### config.mk
export PLATFORM = sky130hd
export DESIGN_NAME = fetch_stage
export DESIGN_NICKNAME = d
export VERILOG_FILES = /design/src/rtl/fetch_pkg.sv /design/src/rtl/fetch_fifo.sv /design/src/rtl/fetch_stage.sv
export SDC_FILE = /design/constraint.sdc
export NUM_CORES = 1
export LEC_CHECK = 0
export CORE_MARGIN = 2
export CORE_UTILIZATION = 28
export DETAILED_ROUTE_END_ITERATION = 12
export SETUP_SLACK_MARGIN = 0.5
export SYNTH_ARGS = -nofsm -noshare
export SYNTH_HDL_FRONTEND = slang
export SYNTH_SLANG_ARGS = --single-unit
### constraint.sdc
create_clock -name clk -period 6.9 [get_ports clk]
set_input_delay 2.07 -clock clk [delete_from_list [all_inputs] [get_ports clk]]
set_output_delay 2.07 -clock clk [all_outputs]
set_load 0.01 [all_outputs]
### src/rtl/fetch_pkg.sv
// Shared types and constants for the instruction-fetch stage.
package fetch_pkg;

  typedef enum logic {
    RUN,
    DRAIN
  } fetch_state_t;

  typedef struct packed {
    logic [31:0] pc;
    logic [31:0] inst;
  } fetch_entry_t;

  localparam logic [31:0] INST_NOP = 32'h0000_0013;

  localparam int unsigned FETCH_ENTRY_W = $bits(fetch_entry_t);

  // Clears the byte-offset bits so every fetch address is word aligned.
  function automatic logic [31:0] word_align(input logic [31:0] addr);
    return {addr[31:2], 2'b00};
  endfunction

endpackage

### src/rtl/fetch_fifo.sv
// Small in-order FIFO with synchronous flush, same-cycle push/pop and an
// occupancy count. Used both for fetched instructions and for the pc tags
// of requests still waiting on memory.
module fetch_fifo #(
  parameter int unsigned DEPTH = 2,
  parameter int unsigned WIDTH = 32,
  localparam int unsigned PTR_W = (DEPTH > 1) ? $clog2(DEPTH) : 1,
  localparam int unsigned CNT_W = $clog2(DEPTH + 1)
) (
  input  logic             clk_i,
  input  logic             rst_i,
  input  logic             flush_i,
  input  logic             push_i,
  input  logic [WIDTH-1:0] push_data_i,
  input  logic             pop_i,
  output logic [WIDTH-1:0] head_data_o,
  output logic [CNT_W-1:0] count_o
);

  logic [WIDTH-1:0] mem_q [DEPTH];
  logic [PTR_W-1:0] rd_ptr_q, rd_ptr_d;
  logic [PTR_W-1:0] wr_ptr_q, wr_ptr_d;
  logic [CNT_W-1:0] count_q, count_d;
  logic             empty;
  logic             full;
  logic             do_push;
  logic             do_pop;

  // Pointers wrap explicitly so DEPTH need not be a power of two.
  function automatic logic [PTR_W-1:0] ptr_inc(input logic [PTR_W-1:0] p);
    if (p == PTR_W'(DEPTH - 1)) begin
      return '0;
    end
    return p + PTR_W'(1);
  endfunction

  assign empty       = (count_q == '0);
  assign full        = (count_q == CNT_W'(DEPTH));
  assign do_pop      = pop_i && !empty && !flush_i;
  assign do_push     = push_i && (!full || do_pop) && !flush_i;
  assign head_data_o = empty ? '0 : mem_q[rd_ptr_q];
  assign count_o     = count_q;

  // Next pointer/count values; a flush empties the queue and wins over push/pop.
  always_comb begin
    rd_ptr_d = rd_ptr_q;
    wr_ptr_d = wr_ptr_q;
    count_d  = count_q;
    if (flush_i) begin
      rd_ptr_d = '0;
      wr_ptr_d = '0;
      count_d  = '0;
    end else begin
      if (do_push) begin
        wr_ptr_d = ptr_inc(wr_ptr_q);
      end
      if (do_pop) begin
        rd_ptr_d = ptr_inc(rd_ptr_q);
      end
      case ({do_push, do_pop})
        2'b10:   count_d = count_q + CNT_W'(1);
        2'b01:   count_d = count_q - CNT_W'(1);
        default: count_d = count_q;
      endcase
    end
  end

  // Pointer and count registers with synchronous reset.
  always_ff @(posedge clk_i) begin
    if (rst_i) begin
      rd_ptr_q <= '0;
      wr_ptr_q <= '0;
      count_q  <= '0;
    end else begin
      rd_ptr_q <= rd_ptr_d;
      wr_ptr_q <= wr_ptr_d;
      count_q  <= count_d;
    end
  end

  // Storage array; contents are only ever read while the slot is occupied.
  always_ff @(posedge clk_i) begin
    if (do_push) begin
      mem_q[wr_ptr_q] <= push_data_i;
    end
  end

  // A push into a full queue is only legal alongside a pop.
  a_no_overflow : assert property (@(posedge clk_i) disable iff (rst_i)
    !(push_i && !flush_i && full && !pop_i));

  // Popping an empty queue means the caller lost track of occupancy.
  a_no_underflow : assert property (@(posedge clk_i) disable iff (rst_i)
    !(pop_i && !flush_i && empty));

endmodule

### src/rtl/fetch_stage.sv
// Instruction-fetch stage: owns the pc, issues credit-limited word requests,
// tags them with their pc, buffers responses in order and hands them to
// decode. Redirects flush everything and drain stale in-flight responses.
module fetch_stage
  import fetch_pkg::*;
#(
  parameter logic [31:0] RESET_PC = 32'h0000_0000,
  parameter int unsigned DEPTH    = 2
) (
  input  logic        clk,
  input  logic        rst,
  output logic        imem_req_valid,
  output logic [31:0] imem_req_addr,
  input  logic        imem_req_ready,
  input  logic        imem_rsp_valid,
  input  logic [31:0] imem_rsp_data,
  input  logic        redirect_valid,
  input  logic [31:0] redirect_pc,
  output logic        inst_valid,
  output logic [31:0] inst_data,
  output logic [31:0] inst_pc,
  input  logic        inst_ready
);

  localparam int unsigned CNT_W = $clog2(DEPTH + 1);

  fetch_state_t       state_q, state_d;
  logic [31:0]        pc_q, pc_d;
  logic [CNT_W-1:0]   outstanding_q, outstanding_d;
  logic [CNT_W-1:0]   drop_cnt_q, drop_cnt_d;
  logic               started_q, started_d;

  logic               req_fire;
  logic               rsp_keep;
  logic [CNT_W:0]     in_use;
  logic               credit_ok;

  fetch_entry_t       entry_push;
  fetch_entry_t       entry_head;
  logic [CNT_W-1:0]   entry_count;
  logic [31:0]        tag_head;
  logic [CNT_W-1:0]   tag_count;

  assign req_fire   = imem_req_valid && imem_req_ready;
  assign rsp_keep   = imem_rsp_valid && (state_q == RUN) && !redirect_valid;
  assign in_use     = (CNT_W + 1)'(outstanding_q) + (CNT_W + 1)'(entry_count);
  assign credit_ok  = (in_use < (CNT_W + 1)'(DEPTH));
  assign entry_push = '{pc: tag_head, inst: imem_rsp_data};

  assign inst_valid = (entry_count != '0);
  assign inst_data  = entry_head.inst;
  assign inst_pc    = entry_head.pc;

  // pc of every accepted request, popped as its response comes back.
  fetch_fifo #(
    .DEPTH (DEPTH),
    .WIDTH (32)
  ) u_tag_q (
    .clk_i       (clk),
    .rst_i       (rst),
    .flush_i     (redirect_valid),
    .push_i      (req_fire && !redirect_valid),
    .push_data_i (imem_req_addr),
    .pop_i       (rsp_keep),
    .head_data_o (tag_head),
    .count_o     (tag_count)
  );

  // Instruction buffer presented to decode; head is the oldest instruction.
  fetch_fifo #(
    .DEPTH (DEPTH),
    .WIDTH (FETCH_ENTRY_W)
  ) u_inst_q (
    .clk_i       (clk),
    .rst_i       (rst),
    .flush_i     (redirect_valid),
    .push_i      (rsp_keep),
    .push_data_i (entry_push),
    .pop_i       (inst_valid && inst_ready && !redirect_valid),
    .head_data_o (entry_head),
    .count_o     (entry_count)
  );

  // Next-state and request logic: credit-limited fetch in RUN, silent drain after a redirect.
  always_comb begin
    state_d        = state_q;
    pc_d           = pc_q;
    drop_cnt_d     = drop_cnt_q;
    started_d      = 1'b1;
    imem_req_valid = 1'b0;
    imem_req_addr  = pc_q;
    outstanding_d  = outstanding_q - CNT_W'(imem_rsp_valid) + CNT_W'(req_fire);

    if (req_fire) begin
      pc_d = pc_q + 32'd4;
    end

    case (state_q)
      RUN: begin
        imem_req_valid = started_q && credit_ok;
        if (redirect_valid) begin
          pc_d       = word_align(redirect_pc);
          drop_cnt_d = outstanding_d;
          state_d    = (outstanding_d == '0) ? RUN : DRAIN;
        end
      end
      DRAIN: begin
        if (redirect_valid) begin
          pc_d = word_align(redirect_pc);
        end
        if (imem_rsp_valid) begin
          drop_cnt_d = drop_cnt_q - CNT_W'(1);
          if (drop_cnt_q == CNT_W'(1)) begin
            state_d = RUN;
          end
        end
      end
      default: begin
        state_d = RUN;
      end
    endcase
  end

  // State registers; started_q holds requests off for the first cycle out of reset.
  always_ff @(posedge clk) begin
    if (rst) begin
      state_q       <= RUN;
      pc_q          <= RESET_PC;
      outstanding_q <= '0;
      drop_cnt_q    <= '0;
      started_q     <= 1'b0;
    end else begin
      state_q       <= state_d;
      pc_q          <= pc_d;
      outstanding_q <= outstanding_d;
      drop_cnt_q    <= drop_cnt_d;
      started_q     <= started_d;
    end
  end

  // While fetching normally every outstanding request has exactly one pc tag.
  a_tags_match : assert property (@(posedge clk) disable iff (rst)
    (state_q != RUN) || (tag_count == outstanding_q));

endmodule
After elaboration in Yosys (flattened, before gate mapping). Memory sizes are Yosys's and may differ from the RTL's. A register that Yosys moved wholly into a read port is not among the register bits. Index checks and enable logic that the tools add are counted.

Multiplexer cells: 44. $add $sub $neg: 13. Equal/unequal tests: 9. Magnitude comparators: 1. Reduce and logical (&&, ||, !) cells: 31. Bitwise logic cells: 1.

Operators by type and width (number): 32-bit two-way mux (3); 64-bit two-way mux (1); 1-bit two-way mux (34); 32-bit by 3-bit adder with 32-bit output (second input constant) (1); 1-bit logical AND (15); 2-bit one-hot mux with 2 select lines (3); 2-bit equality test (second input constant) (4); 2-bit nonzero test (4); 2-bit by 1-bit equality test with 1-bit output (second input constant) (3); 2-bit logical NOT (3); 2-bit by 1-bit subtractor with 2-bit output (second input constant) (3); 1-bit logical NOT (5); 1-bit adder (second input constant) (4); 2-bit by 1-bit adder with 2-bit output (second input constant) (2); 2-bit two-way mux (2); 2-bit != test (second input constant) (2); 2-bit by 2-bit adder with 3-bit output (1); 3-bit by 2-bit < comparator with 1-bit output (second input constant) (1); 2-bit by 1-bit adder with 2-bit output (1); 1-bit logical OR (2); 1-bit one-hot mux with 2 select lines (1); 2-bit AND reduction (1); 2-bit OR reduction (1); 2-bit by 1-bit subtractor with 2-bit output (1); 1-bit NOT (1).

Register bits after elaboration: 46. RAM bits: 192. Memories kept: 2. Input bits: 70.

Memories: u_inst_q.mem_q (words 2, bits a word 64, read ports 1, clocked after Yosys merged registers in 1, write ports 1, RTL line fetch_fifo.sv:20) `logic [WIDTH-1:0] mem_q [DEPTH];`; u_tag_q.mem_q (words 2, bits a word 32, read ports 1, clocked after Yosys merged registers in 1, write ports 1, RTL line fetch_fifo.sv:20).

Logic depth before layout (Yosys ltp).
Depth after elaboration: 11. Depth in mapped cells: 14. Mapped depth without buffers: 12.

Modules after synthesis. A second synthesis with hierarchy kept.

Cells, all modules: 714. Area total of the unflattened synthesis: 9775.6 µm².

Modules (own cells, without submodules): fetch_fifo (u_inst_q) (times used 1, cells an instance 298, area an instance 5042.3 µm²); fetch_fifo (u_tag_q) (times used 1, cells an instance 164, area an instance 2645.0 µm²); fetch_stage (times used 1, cells an instance 252, area an instance 2088.3 µm²).

Least setup slack after synthesis. OpenSTA, ideal clock, no wires.

Kind: input-to-reg. Start point: input port redirect_valid. End point: memory u_inst_q.mem_q[0][0] (netlist bit), enable pin. Data required time: 6.418 ns. Cell stages on the path: 5. Path slack: 0.834 ns. Arrival: 5.584 ns. Path buffers: 1. Cell sequence: clkbuf_1 > or3b_2 > a21oi_1 > inv_1 > nor2_1.

Cells in the longest elaborated chain, start to end: 9. Elaborated cells on any way between the ends: 10.

RTL lines: start, declared (RTL line fetch_stage.sv:17) `input logic redirect_valid,`; 1-bit logical NOT (*); 1-bit logical AND (RTL line fetch_stage.sv:79) `.pop_i (inst_valid && inst_ready && !redirect_valid),`; 1-bit logical AND (2 in a row) (RTL line fetch_fifo.sv:39) `assign do_pop = pop_i && !empty && !flush_i;`; 1-bit logical OR (RTL line fetch_fifo.sv:40) `assign do_push = push_i && (!full || do_pop) && !flush_i;`; 1-bit logical AND (RTL line fetch_fifo.sv:40); 1-bit logical AND (*) (RTL line fetch_fifo.sv:40); 1-bit two-way mux (*) (RTL line fetch_fifo.sv:83) `if (do_push) begin`; 1-bit two-way mux (not written as such) (*) (RTL line fetch_fifo.sv:84) `mem_q[wr_ptr_q] <= push_data_i;`; end, declared (RTL line fetch_fifo.sv:20).

Mark *: on every way between the ends. The rest lies on a longest branch, timed or not.

Worst setup path after layout.
Start point: register u_inst_q.count_q[0] (netlist: u_inst_q.count_o[0]). End point: output port imem_req_valid.

Cells in the longest elaborated chain, start to end: 4.

RTL lines: start, declared (RTL line fetch_fifo.sv:23) `logic [CNT_W-1:0] count_q, count_d;`; start signal, assigned (RTL line fetch_fifo.sv:77) `count_q <= count_d;`; 2-bit by 2-bit adder with 3-bit output (RTL line fetch_stage.sv:46) `assign in_use = (CNT_W + 1)'(outstanding_q) + (CNT_W + 1)'(entry_count);`; 3-bit by 2-bit < comparator with 1-bit output (RTL line fetch_stage.sv:47) `assign credit_ok = (in_use < (CNT_W + 1)'(DEPTH));`; 1-bit logical AND (RTL line fetch_stage.sv:100) `imem_req_valid = started_q && credit_ok;`; 1-bit two-way mux (RTL line fetch_stage.sv:98) `case (state_q)`; end, declared (RTL line fetch_stage.sv:12) `output logic imem_req_valid,`.

Every way passes these cells.

==> reports/results.ini <==
[synth]
synth_ff_type=edfxtp_1
syn_area_um2=9480
synthCells=703
ys_ff_latch=230
netlist_top_cells_count=edfxtp_1 (184), nor2_1 (137), mux2i_1 (95)
async_flop_share_pct=0
synthTopCellsByArea=edfxtp_1 (58%), mux2i_1 (10%), dfxtp_1 (9.7%)
syn_avg_cell_area_um2=13.5
ys_warn_count=0
synth-edff-count=184
synth_most_common_cell=edfxtp_1
synth_cell_type_count=49
yosysTopAreaCell=edfxtp_1
seq_area_frac_synth_pct=68.0
synth.top_cell.area_share_pct=58.3

[pwr]
finalPower_uw=3210
p_leak_uw=0.00382
pwr_density_cell_nw_per_um2=259
ir_drop_uv=171

[setup_path]
crit_path_start_kind=flip-flop
cp_num_buf_inv=2
path_class=flip-flop to output port
cp-end-kind=output port
crit_start=u_inst_q.count_o[0]
reg2reg_from=u_inst_q.count_o[0]
crit_required_ns=4.83
critical_path.cell_chain=and2_1 -> fa_1 -> or4b_4 -> inv_1 -> clkdlybuf4s50_1
critical_path.max_fanout=12
reg2reg_depth=12
path_depth=5
worstPathArrival_ns=3.06
cp_top_family=simple AND/OR/NAND/NOR gates
crit_slowest_cell=or4b_4
cpPeakStageDelay_ns=0.65

[cells_and_area]
final_layout_size_suffix_gt1_share_pct=6.84
instances_no_fill=1325
postLayoutCellArea_um2=12400
area_growth_syn_to_layout_pct=30.8
layout.nets=938
antennaDiodeCount=0

[global_routing]
grt_first_pass_wirelength_um=36100
grt_start_max_net_pins=63
grt_usage_pct=13.2
antenna_found_initial=0
overflow=0
first_global_vias=6192

[die]
boundaryPins=168
core_area_um2=33400
start_util_pct=28.3
num_rows=67
die-area_um2=35300
die-width_um=188
die_h_um=188

[cts]
clk-insertion-delay-late_ns=0.54
cts_hold_buf=0
cts_sinks=230
cts.reportedPaths.clkPinSlew_ns=0.06
cts_tree=yes
cts_max_path_buffers=3
cts-root-buf=clkbuf_16
cts_setup_buffers=0
numCtsBuffers=26
h-tree-depth=1
cts_resized=0

[detailed_routing]
route.vias.total=6109
met1_length_um=10400
ant_nets=0
highest_layer=met4
route.met2.wl_um=11100
dr.pass1.iters=5
drc=0
totalWireLength_um=23500
drtIter0Drc=426
wl_met3_um=1330
drt-wirelength-per-cell_um=17.7
via_per_inst=4.61

[status]
status=complete, no violations

[worst_hold_path]
min_path_cells=2
hp-start=drop_cnt_q[1]
worstHoldPathType=flip-flop to flip-flop

[sta]
finalSetupViolCount=0
slew_headroom_pct=32.3
rsz0062_at_grt=no
fin_setup_tns_ns=0
drv_slew=0
finalCriticalPeriod_ns=5.13
finalHoldViolCount=0
final.setup_skew_ns=0.0247
finalCritPeriodShare_pct=74.4
worst_slew_pin_slew_ns=1.02
max_freq_ghz=0.195

[placed_design]
dp_hpwl_um=14900
dp_cells=1281
port_buffers=161
placed_area_um2=11600
finalWeightedCongestion=0.769

[flow_run]
maxCapViolCount=0

## final cells by class
| type | count | area, um^2 |
|---|---|---|
| clock buffers | 29 | 662 |
| clock inverters | 15 | 164 |
| well taps | 448 | 561 |
| fillers | 3181 | 21100 |
| inverters | 15 | 56.3 |
| multi-input cells | 418 | 2820 |
| repair buffers | 170 | 1680 |
| flip-flops and latches | 230 | 6450 |
## tightest hold or removal path, delay by kind of cell (launching register included)
family | cells | cell delay [ns]
buffers and inverters | 1 | 0.06
flip-flops | 1 | 0.29
AO/OA/AOI/OAI | 1 | 0.07
## state kept, by name, summed over array words and instances, names as in the netlist, named ones only
register / flops
started_q: 1
outstanding_q: 2
u_tag_q.wr_ptr_q: 1
u_inst_q.mem_q: 124
u_inst_q.count_o: 2
u_inst_q.rd_ptr_q: 1
u_inst_q.wr_ptr_q: 1
u_tag_q.count_o: 2
imem_req_addr: 30
drop_cnt_q: 2
u_tag_q.mem_q: 60
state_q: 1
u_tag_q.rd_ptr_q: 1
## metal layers
metal | GRT usage (%) | vias to the layer above
met5 | 0 | -
met4 | 3.82 | 0
met3 | 2.81 | 38
met2 | 22.1 | 196
met1 | 17.2 | 2928
li1 | - | 2947
## power breakdown
group          total (uW)  internal (uW)  leakage (uW)  switching [uW]
clock network        1340            798      0.000406             541
registers            1610           1560       0.00204            47.0
logic                 269            128       0.00138             142
## path summary, 6_finish.rpt
check	endpoint	slack [ns]
max	imem_req_valid	1.77
min	drop_cnt_q[1]	0.48
max reg2reg	state_q	3.16
min reg2reg	drop_cnt_q[1]	0.48
## per-stage QoR
step	util, %	hold WS [ns]	setup WS (ns)
2_1_floorplan	-	0.450	0.834
4_1_cts	37.1	0.485	1.75
3_5_place_dp	34.6	0.476	2.07
6_report	37.1	0.478	1.77
5_1_grt	37.1	0.519	1.66
3_3_place_gp	34.6	0.464	2.08
## kinds of logic after synthesis
kind of cell,Yosys count,synth area share (%)
AOI/OAI and AO/OA,68,5.27
and+or+nand+nor,227,11.5
buffers and inverters,58,2.59
muxes,95,10.0
DFF,230,68.0
other,1,0.0396
xor gates and xnor gates,17,1.57
adders and majority gates,7,1.00
## cell usage in the layout (no fill, tap or decap), types with 3 or more instances in the layout
| cell | synthesis | routed |
|---|---|---|
| clkinv_2 | 0 | 6 |
| o31ai_1 | 10 | 10 |
| ha_1 | 6 | 6 |
| nand3_1 | 8 | 8 |
| clkbuf_16 | 0 | 26 |
| dfxtp_1 | 46 | 44 |
| or4_1 | 16 | 16 |
| xor2_1 | 7 | 7 |
| and2_1 | 5 | 4 |
| clkdlybuf4s50_1 | 0 | 161 |
| a211oi_1 | 10 | 10 |
| o21ai_0 | 9 | 9 |
| inv_1 | 14 | 14 |
| edfxtp_1 | 184 | 184 |
| mux2i_1 | 95 | 95 |
| nand2_1 | 11 | 11 |
| conb_1 | 1 | 4 |
| o211ai_1 | 5 | 5 |
| nand4_1 | 12 | 12 |
| nor2_2 | 0 | 3 |
| nor4_1 | 7 | 7 |
| a2111oi_0 | 3 | 3 |
| bufinv_16 | 0 | 3 |
| clkinv_1 | 1 | 4 |
| a21oi_1 | 5 | 5 |
| xnor2_1 | 10 | 10 |
| buf_4 | 4 | 9 |
| clkbuf_1 | 30 | 3 |
| or3_1 | 8 | 8 |
| a31oi_1 | 4 | 4 |
| and4_1 | 4 | 4 |
| nor2_1 | 137 | 132 |
| nor3_1 | 7 | 7 |
| a311oi_1 | 13 | 13 |
Power figures use the tool's default switching activity.
==> RTL change 1 (same flow settings) <==
`DEPTH` is set to 2 in 2 places; all go to 1.
--- a/src/rtl/fetch_fifo.sv
+++ b/src/rtl/fetch_fifo.sv
@@ -2,7 +2,7 @@
 // occupancy count. Used both for fetched instructions and for the pc tags
 // of requests still waiting on memory.
 module fetch_fifo #(
-  parameter int unsigned DEPTH = 2,
+  parameter int unsigned DEPTH = 1,
   parameter int unsigned WIDTH = 32,
   localparam int unsigned PTR_W = (DEPTH > 1) ? $clog2(DEPTH) : 1,
   localparam int unsigned CNT_W = $clog2(DEPTH + 1)
--- a/src/rtl/fetch_stage.sv
+++ b/src/rtl/fetch_stage.sv
@@ -5,7 +5,7 @@
   import fetch_pkg::*;
 #(
   parameter logic [31:0] RESET_PC = 32'h0000_0000,
-  parameter int unsigned DEPTH    = 2
+  parameter int unsigned DEPTH    = 1
 ) (
   input  logic        clk,
   input  logic        rst,
Behaviour: not the same (Yosys sat finds a counterexample within 4 cycles, from zero or initial values and one cycle with rst high).
==> RTL change 1 against the original RTL <==
Synthesized cell count is 37% lower. Global-route usage is 0.64 points higher. Setup slack better by 0.96 ns. Hold slack better by 0.042 ns. Area after synthesis is 43% lower. Register-to-register slack better by 1.1 ns. Clock power is 37% lower. Power is 39% lower. Critical endpoint is now inst_data[27]. Core utilization is 4.3 points higher. Cell area is 37% lower. Sequential cell count is 102 lower. Critical path type unchanged. Routed wire length is 42% lower. Sequential share of layout area is 7.5 points lower.
==> RTL change 1: results (changes against the original RTL) <==
[status] status complete, no violations [unchanged]
[yosys] number of library cell types mapped by synthesis 42 [was 49]
[yosys] dominant cells by area after synthesis edfxtp_1 (51%), dfxtp_1 (13%), and2_1 (11%) [was edfxtp_1 (58%), mux2i_1 (10%), dfxtp_1 (9.7%)]
[route] number of iterations in the first detailed-routing pass 4 [was 5]
[route] violation count after the first detailed-route iteration 200 [was 426]
[yosys] share of the yosys chip area belonging to registers 64.2% [was 68.0%]
[timing] slew margin rel. 26.8% [was 32.3%]
[clock_network] number of levels the H-tree was split into 4 [was 1]
[clock_network] post-CTS clock slew at the launch and capture registers of the worst setup and hold paths 0.05 ns
[clock_network] clock latency at the later pin of the worst-skew pair 0.41 ns [was 0.54 ns]
[final_layout] most flop-heavy register u_inst_q.mem_q [unchanged]
[global_routing] pin count of the biggest net entering global routing 67 [was 63]
[placed_design] Post-DP HPWL 9490 um [was 14,900 um]
[power_and_ir_drop] post-route total power 1950 uW [was 3210 uW]
[global_routing] via count of the first global-routing pass 3,972 [was 6,192]
[clock_network] Resize count post-CTS 0 [unchanged]
[yosys] Post-synth EDFFs 92 [was 184]
[clock_network] number of buffers inserted during clock tree synthesis 17 [was 26]
[placed_design] weighted congestion reported at the end of routability-driven placement 0.754 [was 0.769]
[power_and_ir_drop] maximum VDD drop 0.150 mV [was 0.171 mV]
[final_layout] filler instances 1,827 [was 3,181]
[final_layout] number of flip-flops under the largest register name 62 [was 124]
[critical_path] longest individual stage delay on the worst path 0.87 ns [was 0.65 ns]
[timing] Post-Route Skew 0.0119 ns [was 0.0247 ns]
[yosys] top post-synthesis cells by count and2_1 (95), edfxtp_1 (92), dfxtp_1 (36), nor2_1 (22), a21oi_1 (19) [was edfxtp_1 (184), nor2_1 (137), mux2i_1 (95), dfxtp_1 (46), clkbuf_1 (30)]
[clock_network] maximum root-to-sink buffer count 2 [was 3]
[final_layout] Final Net Count 675 [was 938]
[clock_network] count of hold buffers inserted by post-cts repair 0 [unchanged]
[placed_design] Cell Area, Placed 7270 um^2 [was 11,600 um^2]
[clock_network] CTS root buffer clkbuf_16 [unchanged]
[route] via density per instance 4.47 [was 4.61]
[global_routing] Overall Global Routing Usage 13.8% [was 13.2%]
[final_layout] fraction of layout instances using a drive strength above 1 6.81% [was 6.84%]
[global_routing] global-route wire length before repair 21,300 um [was 36,100 um]
[route] final routed wire length divided by cell count 15.5 um [was 17.7 um]
[critical_path] Max Fanout on Critical Path 66 [was 12]
[power_and_ir_drop] LEAKAGE 0.00266 uW [was 0.00382 uW]
==> RTL change 1: report_power, final <==
part	internal, uW	switching, uW
Clock	535	303
Sequential	877	39.0
Combinational	110	88.1
Total	1520	430
==> RTL change 1: kinds of logic (layout without fill, tap and decap cells) <==
logic type | Yosys count | in the layout | synth area share, %
AOI/OAI and AO/OA | 50 | 50 | 5.74
xor gates and xnor gates | 27 | 27 | 4.36
adders and majority gates | 1 | 1 | 0.230
buffers and inverters | 37 | 205 | 3.46
DFF | 128 | 128 | 64.2
muxes | 1 | 1 | 0.184
other | 1 | 4 | 0.0691
and+or+nand+nor | 201 | 201 | 21.8
==> RTL change 1: worst paths after layout <==
check / from / end / slack [ns] / cells past startpoint
setup reg to reg: u_inst_q.count_o / u_tag_q.mem_q[0][9] / 4.22 / 3
setup / recovery: u_inst_q.count_o / inst_data[27] / 2.73 / 2
hold reg to reg: u_tag_q.mem_q[0][8] / u_inst_q.mem_q[0][40] / 0.52 / 1
hold / removal: u_tag_q.mem_q[0][8] / u_inst_q.mem_q[0][40] / 0.52 / 1
==> RTL change 1: metal layers <==
layer  vias up  share of wire (%)  global-route usage, %
met5         -                  0                      0
met4         0                1.3                   5.52
met3        13                7.1                   4.49
met2       154                 47                   22.2
met1      1856                 45                   17.3
li1       1900                  -                      -
==> RTL change 1: critical path: cells and delay by family, from the launching register on <==
| kind | cells | cell delay, ns |
|---|---|---|
| buffers and inverters | 1 | 0.55 |
| DFF | 1 | 0.87 |
| and+or+nand+nor | 1 | 0.24 |
==> RTL change 1: area by class of cell <==
class / count / area share (%)
tap: 260 / 4.16
sequential: 128 / 44.6
multi-input combinational: 284 / 22.8
clock inverter: 9 / 1.20
timing repair buffer: 167 / 21.2
clock buffer: 23 / 5.86
inverter: 6 / 0.288
==> RTL change 1: stage by stage <==
stage	worst slack (ns)	utilization, %	cells
floorplan	2.38	-	449
global placement	2.47	38.5	845
detailed placement	2.41	38.5	845
CTS	2.62	41.4	877
global route	2.51	41.4	877
finish	2.73	41.4	877
==> RTL change 2 (config.mk and constraints unchanged) <==
Without the edit above. Reset style: asynchronous (`rst` and `rst_i`), changed in 2 clocked blocks. Comments in the files are not updated.
--- a/src/rtl/fetch_fifo.sv
+++ b/src/rtl/fetch_fifo.sv
@@ -66,7 +66,7 @@
   end
 
   // Pointer and count registers with synchronous reset.
-  always_ff @(posedge clk_i) begin
+  always_ff @(posedge clk_i or posedge rst_i) begin
     if (rst_i) begin
       rd_ptr_q <= '0;
       wr_ptr_q <= '0;
--- a/src/rtl/fetch_stage.sv
+++ b/src/rtl/fetch_stage.sv
@@ -122,7 +122,7 @@
   end
 
   // State registers; started_q holds requests off for the first cycle out of reset.
-  always_ff @(posedge clk) begin
+  always_ff @(posedge clk or posedge rst) begin
     if (rst) begin
       state_q       <= RUN;
       pc_q          <= RESET_PC;
Behaviour: differs if rst is asserted again (counterexample within 4 cycles, from zero or initial values and one cycle with rst high); with rst held inactive, the same outputs for 4 cycles.
==> RTL change 2 against the original RTL <==
Die area grew 0.72%. Area after synthesis grew 0.74%. Routed wire length shrank 6.1%. Setup slack lost 0.15 ns. Non-clock buffer count grew 2. Count of clock-buffer cells in the layout grew 5. Sequential cell count is the same. Cell area grew 1.4%. Highest routed layer unchanged.
Power is not compared: it rests on default switching activity, and its combinational part moved more than twofold at a synthesized area within 25%.
==> RTL change 2: results (changes against the original RTL) <==
[status] status complete, no violations [unchanged]
[final_layout] number of flip-flops under the largest register name 126 [was 124]
[critical_path] arrival time worst endpoint 3.21 ns [was 3.06 ns]
[placed_design] weighted congestion reported at the end of routability-driven placement 0.801 [was 0.769]
[global_routing] Overall Global Routing Usage 12.2% [was 13.2%]
[critical_path] worst flop-to-flop path endpoint state_q [unchanged]
[yosys] dominant cells by area after synthesis edfxtp_1 (59%), dfrtp_1 (12%), mux2i_1 (10%) [was edfxtp_1 (58%), mux2i_1 (10%), dfxtp_1 (9.7%)]
[yosys] Async SR Flop Fraction 19.1% [was 0%]
[yosys] top post-synthesis cells by count edfxtp_1 (186), nor2_1 (118), mux2i_1 (95), dfrtp_1 (44), nand2_1 (36) [was edfxtp_1 (184), nor2_1 (137), mux2i_1 (95), dfxtp_1 (46), clkbuf_1 (30)]
[final_layout] Final Net Count 930 [was 938]
[yosys] number of library cell types mapped by synthesis 46 [was 49]
[critical_path] register-to-register setup slack 3.29 ns [was 3.16 ns]
[route] violation count after the first detailed-route iteration 354 [was 426]
[route] total length of routed met2 wires 10,900 um [was 11,100 um]
[route] wire length the detailed router placed on met1 9310 um [was 10,400 um]
[yosys] share of the yosys chip area belonging to registers 70.0% [was 68.0%]
[placed_design] worst slack at placement 2.15 ns [was 2.07 ns]
[clock_network] number of levels the H-tree was split into 1 [unchanged]
[global_routing] via count of the first global-routing pass 6,020 [was 6,192]
[timing] slew margin rel. 27.3% [was 32.3%]
[route] met3 WL post-DR 1240 um [was 1330 um]
[placed_design] Post-DP HPWL 14,300 um [was 14,900 um]
[placed_design] count of buffers from port buffering 163 [was 161]
[global_routing] pin count of the biggest net entering global routing 64 [was 63]
[clock_network] CTS root buffer clkbuf_16 [unchanged]
[final_layout] fraction of layout instances using a drive strength above 1 7.43% [was 6.84%]
[route] via density per instance 4.57 [was 4.61]
[clock_network] number of buffers inserted during clock tree synthesis 26 [unchanged]
[RTL change 2: worst min path at each step]
stage,start,endpoint,slack (ns),depth (start not counted)
after floorplan,drop_cnt_q[1],drop_cnt_q[1],0.50,2
after global placement,drop_cnt_q[1],drop_cnt_q[1],0.53,2
after detailed placement,drop_cnt_q[1],drop_cnt_q[1],0.54,2
after CTS,drop_cnt_q[1],drop_cnt_q[1],0.56,2
after global routing,drop_cnt_q[1],drop_cnt_q[1],0.58,2
final,drop_cnt_q[1],drop_cnt_q[1],0.55,2
[RTL change 2: final cells by class]
type | count | area [um^2]
Clock inverter | 14 | 148
Sequential cell | 230 | 6690
Timing Repair Buffer | 172 | 1690
Inverter | 11 | 41.3
Multi-Input combinational cell | 414 | 2710
Tap cell | 448 | 561
Clock buffer | 34 | 732
Fill cell | 3204 | 21000
[RTL change 2: stage by stage]
step | instances | area [um^2]
after floorplan | 694 | 9570
after global placement | 1275 | 11700
after detailed placement | 1275 | 11700
after CTS | 1323 | 12600
after global routing | 1323 | 12600
final | 1323 | 12600
[RTL change 2: worst max-delay path, stage by stage, from the launching register on]
cell and delay (ns):
dfrtp_1 0.46, and2_1 0.18, fa_1 0.42, or4b_1 0.70, inv_1 0.33, clkdlybuf4s50_1 0.60
[RTL change 2: cell families after synthesis]
logic type,synth area share (%)
and+or+nand+nor,11.4
adders and majority gates,0.734
DFF,70.0
other,0.0787
muxes,9.96
xor gates and xnor gates,1.38
buffers and inverters,2.19
AOI/OAI and AO/OA,4.18
[RTL change 2: power by group through the flow]
| stage | logic [uW] | registers (uW) | clock network (uW) |
|---|---|---|---|
| after detailed placement | 631 | 1750 | 0 |
| after floorplan | 341 | 1710 | 0 |
| after global routing | 679 | 1730 | 1490 |
| after CTS | 633 | 1720 | 1430 |
| after global placement | 622 | 1740 | 0 |
| final | 616 | 1720 | 1390 |
[RTL change 2: routing by layer]
layer | vias to the layer above | GRT usage, %
li1 | 2890 | -
met1 | 2949 | 15.2
met2 | 165 | 21.1
met3 | 37 | 2.55
met4 | 0 | 4.15
met5 | - | 0
